[config.mk]
export PLATFORM = sky130hd
export DESIGN_NAME = run_controller_flat
export DESIGN_NICKNAME = d
export VERILOG_FILES = /design/src/rtl/run_controller_if.sv /design/src/rtl/run_controller.sv /design/src/flat_wrapper.sv
export SDC_FILE = /design/constraint.sdc
export NUM_CORES = 1
export LEC_CHECK = 0
export BUFFER_PORTS_ARGS = -buffer_cell sky130_fd_sc_hd__buf_2
export CAP_MARGIN = 15
export CORE_ASPECT_RATIO = 1.1
export CORE_UTILIZATION = 55
export DETAILED_ROUTE_END_ITERATION = 6
export GPL_ROUTABILITY_DRIVEN = 0
export GPL_TIMING_DRIVEN = 0
export PLACE_DENSITY_LB_ADDON = 0.2
export SLEW_MARGIN = 0
export SYNTH_ARGS = -nofsm -noshare
export SYNTH_HDL_FRONTEND = slang
export SYNTH_SLANG_ARGS = --single-unit
export TNS_END_PERCENT = 5
[constraint.sdc]
create_clock -name clock -period 2.8 [get_ports clock]
set_clock_uncertainty 0.15 [all_clocks]
set_input_delay 0.28 -clock clock [delete_from_list [all_inputs] [get_ports clock]]
set_output_delay 0.28 -clock clock [all_outputs]
set_load 0.02 [all_outputs]
[src/rtl/run_controller_if.sv]
// Signal bundle between the TD4 board controls and the run controller:
// operator inputs and the CPU halt request go in; the execution strobe and status come out.
interface run_controller_if;
    logic       step_button;
    logic       run_switch;
    logic       fast_switch;
    logic       halt;
    logic       cpu_enable;
    logic       running;
    logic       halted;
    logic [7:0] step_count;

    modport master (
        output step_button, run_switch, fast_switch, halt,
        input  cpu_enable, running, halted, step_count
    );

    modport slave (
        input  step_button, run_switch, fast_switch, halt,
        output cpu_enable, running, halted, step_count
    );
endinterface

[src/rtl/run_controller.sv]
// TD4 execution sequencer: turns a debounced step button or a free-running tick
// into single-cycle cpu_enable strobes, with a sticky HALTED state.
module run_controller #(
    parameter int DEBOUNCE   = 1_000_000,
    parameter int TICKS_SLOW = 50_000_000,
    parameter int TICKS_FAST = 5_000_000
) (
    input  logic            clock,
    input  logic            reset,
    run_controller_if.slave ctrl_io
);
    localparam int DebW  = $clog2(DEBOUNCE + 1);
    localparam int TickW = $clog2(TICKS_SLOW + 1);

    localparam logic [DebW-1:0]  DebLast  = DebW'(DEBOUNCE - 1);
    localparam logic [TickW-1:0] SlowLast = TickW'(TICKS_SLOW - 1);
    localparam logic [TickW-1:0] FastLast = TickW'(TICKS_FAST - 1);

    typedef enum logic [1:0] {
        STOPPED,
        RUNNING,
        HALTED
    } state_e;

    logic             syncMeta_q;
    logic             syncOut_q;
    logic             debLevel_q;
    logic             debPrev_q;
    logic [DebW-1:0]  debCount_q;

    state_e           state_q;
    state_e           state_d;
    logic [TickW-1:0] tickCount_q;
    logic [TickW-1:0] tickCount_d;
    logic             cpuEnable_q;
    logic             cpuEnable_d;
    logic             running_q;
    logic             halted_q;
    logic [7:0]       stepCount_q;

    logic             press;
    logic [TickW-1:0] periodLast;

    // The raw button only ever reaches the synchronizer; the debounced level flips
    // after DEBOUNCE consecutive mismatched samples.
    always_ff @(posedge clock) begin
        if (reset) begin
            syncMeta_q <= 1'b0;
            syncOut_q  <= 1'b0;
            debLevel_q <= 1'b0;
            debPrev_q  <= 1'b0;
            debCount_q <= '0;
        end else begin
            syncMeta_q <= ctrl_io.step_button;
            syncOut_q  <= syncMeta_q;
            debPrev_q  <= debLevel_q;
            if (syncOut_q == debLevel_q) begin
                debCount_q <= '0;
            end else if (debCount_q == DebLast) begin
                debLevel_q <= syncOut_q;
                debCount_q <= '0;
            end else begin
                debCount_q <= debCount_q + DebW'(1);
            end
        end
    end

    assign press      = debLevel_q & ~debPrev_q;
    assign periodLast = ctrl_io.fast_switch ? FastLast : SlowLast;

    // Halt outranks everything; the >= compare lets a switch to the fast rate
    // fire at once when the slow count is already past the fast terminal value.
    always_comb begin
        state_d     = state_q;
        tickCount_d = tickCount_q;
        cpuEnable_d = 1'b0;
        case (state_q)
            STOPPED: begin
                if (ctrl_io.halt) begin
                    state_d = HALTED;
                end else begin
                    cpuEnable_d = press;
                    if (ctrl_io.run_switch) begin
                        state_d     = RUNNING;
                        tickCount_d = '0;
                    end
                end
            end
            RUNNING: begin
                if (ctrl_io.halt) begin
                    state_d = HALTED;
                end else if (!ctrl_io.run_switch) begin
                    state_d = STOPPED;
                end else if (tickCount_q >= periodLast) begin
                    cpuEnable_d = 1'b1;
                    tickCount_d = '0;
                end else begin
                    tickCount_d = tickCount_q + TickW'(1);
                end
            end
            HALTED: begin
                state_d = HALTED;
            end
            default: begin
                state_d = STOPPED;
            end
        endcase
    end

    always_ff @(posedge clock) begin
        if (reset) begin
            state_q     <= STOPPED;
            tickCount_q <= '0;
            cpuEnable_q <= 1'b0;
            running_q   <= 1'b0;
            halted_q    <= 1'b0;
            stepCount_q <= 8'd0;
        end else begin
            state_q     <= state_d;
            tickCount_q <= tickCount_d;
            cpuEnable_q <= cpuEnable_d;
            running_q   <= (state_d == RUNNING);
            halted_q    <= (state_d == HALTED);
            if (cpuEnable_d) begin
                stepCount_q <= stepCount_q + 8'd1;
            end
        end
    end

    assign ctrl_io.cpu_enable = cpuEnable_q;
    assign ctrl_io.running    = running_q;
    assign ctrl_io.halted     = halted_q;
    assign ctrl_io.step_count = stepCount_q;
endmodule

[src/flat_wrapper.sv]
// flat-port wrapper written by rule: the top's interface ports become plain ports
module run_controller_flat 
#(
    parameter int DEBOUNCE   = 1_000_000,
    parameter int TICKS_SLOW = 50_000_000,
    parameter int TICKS_FAST = 5_000_000
)
  (clock, reset, ctrl_io_step_button, ctrl_io_run_switch, ctrl_io_fast_switch, ctrl_io_halt, ctrl_io_cpu_enable, ctrl_io_running, ctrl_io_halted, ctrl_io_step_count);
  run_controller_if ctrl_io_i ();
  input  logic clock;
  input  logic reset;
  input wire logic [$bits(ctrl_io_i.step_button)-1:0] ctrl_io_step_button;
  input wire logic [$bits(ctrl_io_i.run_switch)-1:0] ctrl_io_run_switch;
  input wire logic [$bits(ctrl_io_i.fast_switch)-1:0] ctrl_io_fast_switch;
  input wire logic [$bits(ctrl_io_i.halt)-1:0] ctrl_io_halt;
  output wire logic [$bits(ctrl_io_i.cpu_enable)-1:0] ctrl_io_cpu_enable;
  output wire logic [$bits(ctrl_io_i.running)-1:0] ctrl_io_running;
  output wire logic [$bits(ctrl_io_i.halted)-1:0] ctrl_io_halted;
  output wire logic [$bits(ctrl_io_i.step_count)-1:0] ctrl_io_step_count;
  assign ctrl_io_i.step_button = ctrl_io_step_button;
  assign ctrl_io_i.run_switch = ctrl_io_run_switch;
  assign ctrl_io_i.fast_switch = ctrl_io_fast_switch;
  assign ctrl_io_i.halt = ctrl_io_halt;
  assign ctrl_io_cpu_enable = ctrl_io_i.cpu_enable;
  assign ctrl_io_running = ctrl_io_i.running;
  assign ctrl_io_halted = ctrl_io_i.halted;
  assign ctrl_io_step_count = ctrl_io_i.step_count;
  run_controller #(.DEBOUNCE(DEBOUNCE), .TICKS_SLOW(TICKS_SLOW), .TICKS_FAST(TICKS_FAST)) u_core (.clock(clock), .reset(reset), .ctrl_io(ctrl_io_i));
endmodule
==> flow_metrics.tcl <==
set metrics [dict create \
    status "finished, final reports clean" \
    grt_setup_unrepaired "true" \
    dp_hpwl_um 4770 \
    syn_area_per_cell_um2 8.29 \
    multiInputGateArea_um2 1900 \
    layout.area.seq_um2 1270 \
    crit_type "reg -> reg" \
    fp.dieW_um 74.9 \
    r2r_slack_ns 0.08 \
    grt_max_degree 13 \
    setup_viol 0 \
    clk_latency_ns 0.35 \
    period_share 0.971 \
    min_from "ctrl_io_halt" \
    cts_tree "built" \
    clock_sinks 63 \
    dp_slack_ns -0.332 \
    drc 0 \
    period_needed_ns 2.72 \
    antenna_found_initial 0 \
    maxCapViolCount 0 \
    met3WireLength_um 303 \
    synth_flop_cell "dfxtp_1" \
    area.growth.synth_to_final_pct 15.1 \
    slew_headroom 0.646 \
    fin_nets 438 \
    max_freq_mhz 368 \
    worstPathArrival_ns 2.84 \
    post_dp_cell_area_um2 3390 \
    synth_top_area_share 0.392 \
    path_max_fanout 7 \
    post_cts_buffers 0 \
    fin_area_um2 3700 \
    synth_area_um2 3220 \
    critPathMaxStageDelay_ns 0.51 \
    drt-met1-wl_um 3400 \
    ant_nets 0 \
    finalHoldViolations 0 \
    p_leak_nw 1.42 \
    die_y_um 82.2 \
    cp-start-kind "flip-flop" \
    synth-adder-area-share 0.0623 \
    clockBufferDepth 2 \
    htreeDepth 3 \
    hold_path_class "in -> reg" \
    synth_edf_count 0 \
    avgViaCountPerCell 5.78 \
    synth_xor_area_frac 0.0545 \
    syn_inst 388 \
    ys_seq_elements 63 \
    required_ns 2.92 \
    dieArea_um2 6160 \
    crit_path_end_kind "flip-flop" \
    grt_pass1_wl_um 11500 \
    peakVddDrop_v 0.000405 \
    synthSimpleGateAreaFrac 0.344 \
    top_layer_used "met4" \
    firstDrtPassIters 4 \
    switching_share 0.219 \
    wirelength_um 7050 \
    utilization 0.673 \
    cp_cell_sequence "ha_1, nand4b_1, nor3_4, a2111o_1, or3_1, clkbuf_2, or4_1, o211ai_2" \
    cts_buffers 9 \
    n_antenna_cell 0 \
    rows 28 \
    coreArea_um2 5500 \
    first_global_vias 2556 \
    finalPower_mw 1.98 \
    initial_core_util 0.585 \
    ios 17 \
    power.share.sequential 0.457 \
    setup_ws_ns 0.0801 \
    synthArstFlopShare 0 \
    power_density_nw_per_um2 535 \
    synth_top_family_by_area "simple AND/OR/NAND/NOR gates" \
    p_switching_mw 0.434 \
    wl_met2_um 3230 \
    yosysWarnings 0 \
    p_comb_frac 0.036 \
    track_usage 0.249 \
    synth_mux_area_frac 0.0268 \
    ctsRootBufferMaster "clkbuf_8" \
    whs_ns 0.0513 \
    wl_per_cell_um 14.2 \
    cpMaxStageDelayCell "or4_1" \
    slew_viol_final 0 \
    dr.first_iter.drc_count 185 \
    r2r-start "u_core.tickCount_q[23]" \
    power_frac_clock 0.507 \
    vias 2869 \
    grt_overflow 0 \
    synth_cell_type_count 46 \
    tightest_slew_ns 0.528 \
    startpoint "u_core.tickCount_q[23]" \
    drive_gt1_frac 0.140 \
    synth_compound_area_frac 0.0934 \
    yosysMostFrequentCell "dfxtp_1" \
    synthTopCellsByArea "dfxtp_1 39%, nand3_1 7.8%, ha_1 6.2%" \
    port_buffers 16 \
    synth_sequential_area_ratio 0.392 \
    yosys.area.top_type "dfxtp_1" \
    mappedNetlistNets 410 \
    fill_cells 457 \
    internal_power_mw 1.54 \
    clkTransAtPathRegs_ns 0.08 \
    synth_common_cells "63 x dfxtp_1, 50 x nand3_1, 43 x nor2_1, 31 x nand2_1, 19 x or3_1" \
]
-- worst max-delay path: cells and delay by family, from the launching register on --
family,cells,cell delay (ns)
DFF,1,0.35
AOI/OAI and AO/OA,2,0.54
buffers and inverters,1,0.18
and+or+nand+nor,4,1.15
adders and majority gates,1,0.27
-- flip-flops by register name, indices dropped and copies added (netlist names) --
name                       count
u_core.debCount_q             20
u_core.debLevel_q              1
u_core.state_q                 2
u_core.debPrev_q               1
u_core.syncMeta_q              1
u_core.ctrl_io.running         1
u_core.tickCount_q            26
u_core.ctrl_io.cpu_enable      1
u_core.syncOut_q               1
u_core.ctrl_io.step_count      8
u_core.ctrl_io.halted          1
-- cell families after synthesis --
| group | Yosys count |
|---|---|
| and+or+nand+nor | 211 |
| AOI/OAI and AO/OA | 47 |
| DFF | 63 |
| muxes | 8 |
| xor gates and xnor gates | 20 |
| buffers and inverters | 23 |
| adders and majority gates | 16 |
-- cell type report --
| cell class | instances | share of cell area |
|---|---|---|
| buffer | 12 | 0.0135 |
| clock buffer | 10 | 0.0372 |
| timing repair buffer | 17 | 0.0243 |
| sequential | 63 | 0.343 |
| clock inverter | 6 | 0.0315 |
| inverter | 11 | 0.0112 |
| tap | 75 | 0.0254 |
| multi-input combinational | 302 | 0.514 |
-- repair_timing --
action	in CTS	in global routing
hold endpoints to repair	1	0
gates resized for setup	2	17
hold buffers	1	0
setup endpoints to repair	13	25
pin swaps	1	3
-- metal layers --
| layer | GRT usage | vias up |
|---|---|---|
| li1 | - | 1450 |
| met1 | 0.318 | 1336 |
| met2 | 0.397 | 72 |
| met3 | 0.0449 | 11 |
| met4 | 0.130 | 0 |
| met5 | 0 | - |
-- metrics by stage --
stage / std cells / setup TNS (ns)
after floorplan: 388 / 0
after global placement: 479 / -5.30
after detailed placement: 479 / -4.79
after CTS: 496 / -0.0618
after global routing: 496 / -0.0382
final: 496 / 0
-- placed cells by master (no fill, tap or decap), types with 3 or more instances in the layout --
cell type and n:
a21o_1 5, a21oi_1 13, and2_1 3, and3_1 11, buf_2 17, bufinv_16 3
clkbuf_1 7, clkbuf_2 3, clkbuf_8 10, dfxtp_1 56, dfxtp_2 7, ha_1 16
inv_1 11, mux2_2 5, mux2i_1 3, nand2_1 31, nand2b_1 3, nand3_1 50
nand4_1 12, nor2_1 43, nor2b_1 8, nor3_1 11, nor4_1 4, o21ai_0 14
or3_1 19, or4_1 3, xnor2_1 9, xor2_1 11
-- power groups by stage --
| stage | clock [mW] | combinational (mW) | sequential [mW] |
|---|---|---|---|
| 2_1_floorplan | 0 | 0.0407 | 0.927 |
| 3_3_place_gp | 0 | 0.0654 | 0.925 |
| 3_5_place_dp | 0 | 0.0667 | 0.925 |
| 4_1_cts | 1.01 | 0.0689 | 0.904 |
| 5_1_grt | 1.05 | 0.0784 | 0.905 |
| 6_report | 1.00 | 0.0706 | 0.904 |
-- worst paths after layout --
path,endpoint,depth (start not counted)
worst max-delay path,u_core.tickCount_q[21],8
worst min-delay path,u_core.state_q[1],3
worst max register to register,u_core.tickCount_q[21],8
worst min register to register,u_core.syncOut_q,1
Note: power is estimated with default switching activity, not from simulation.
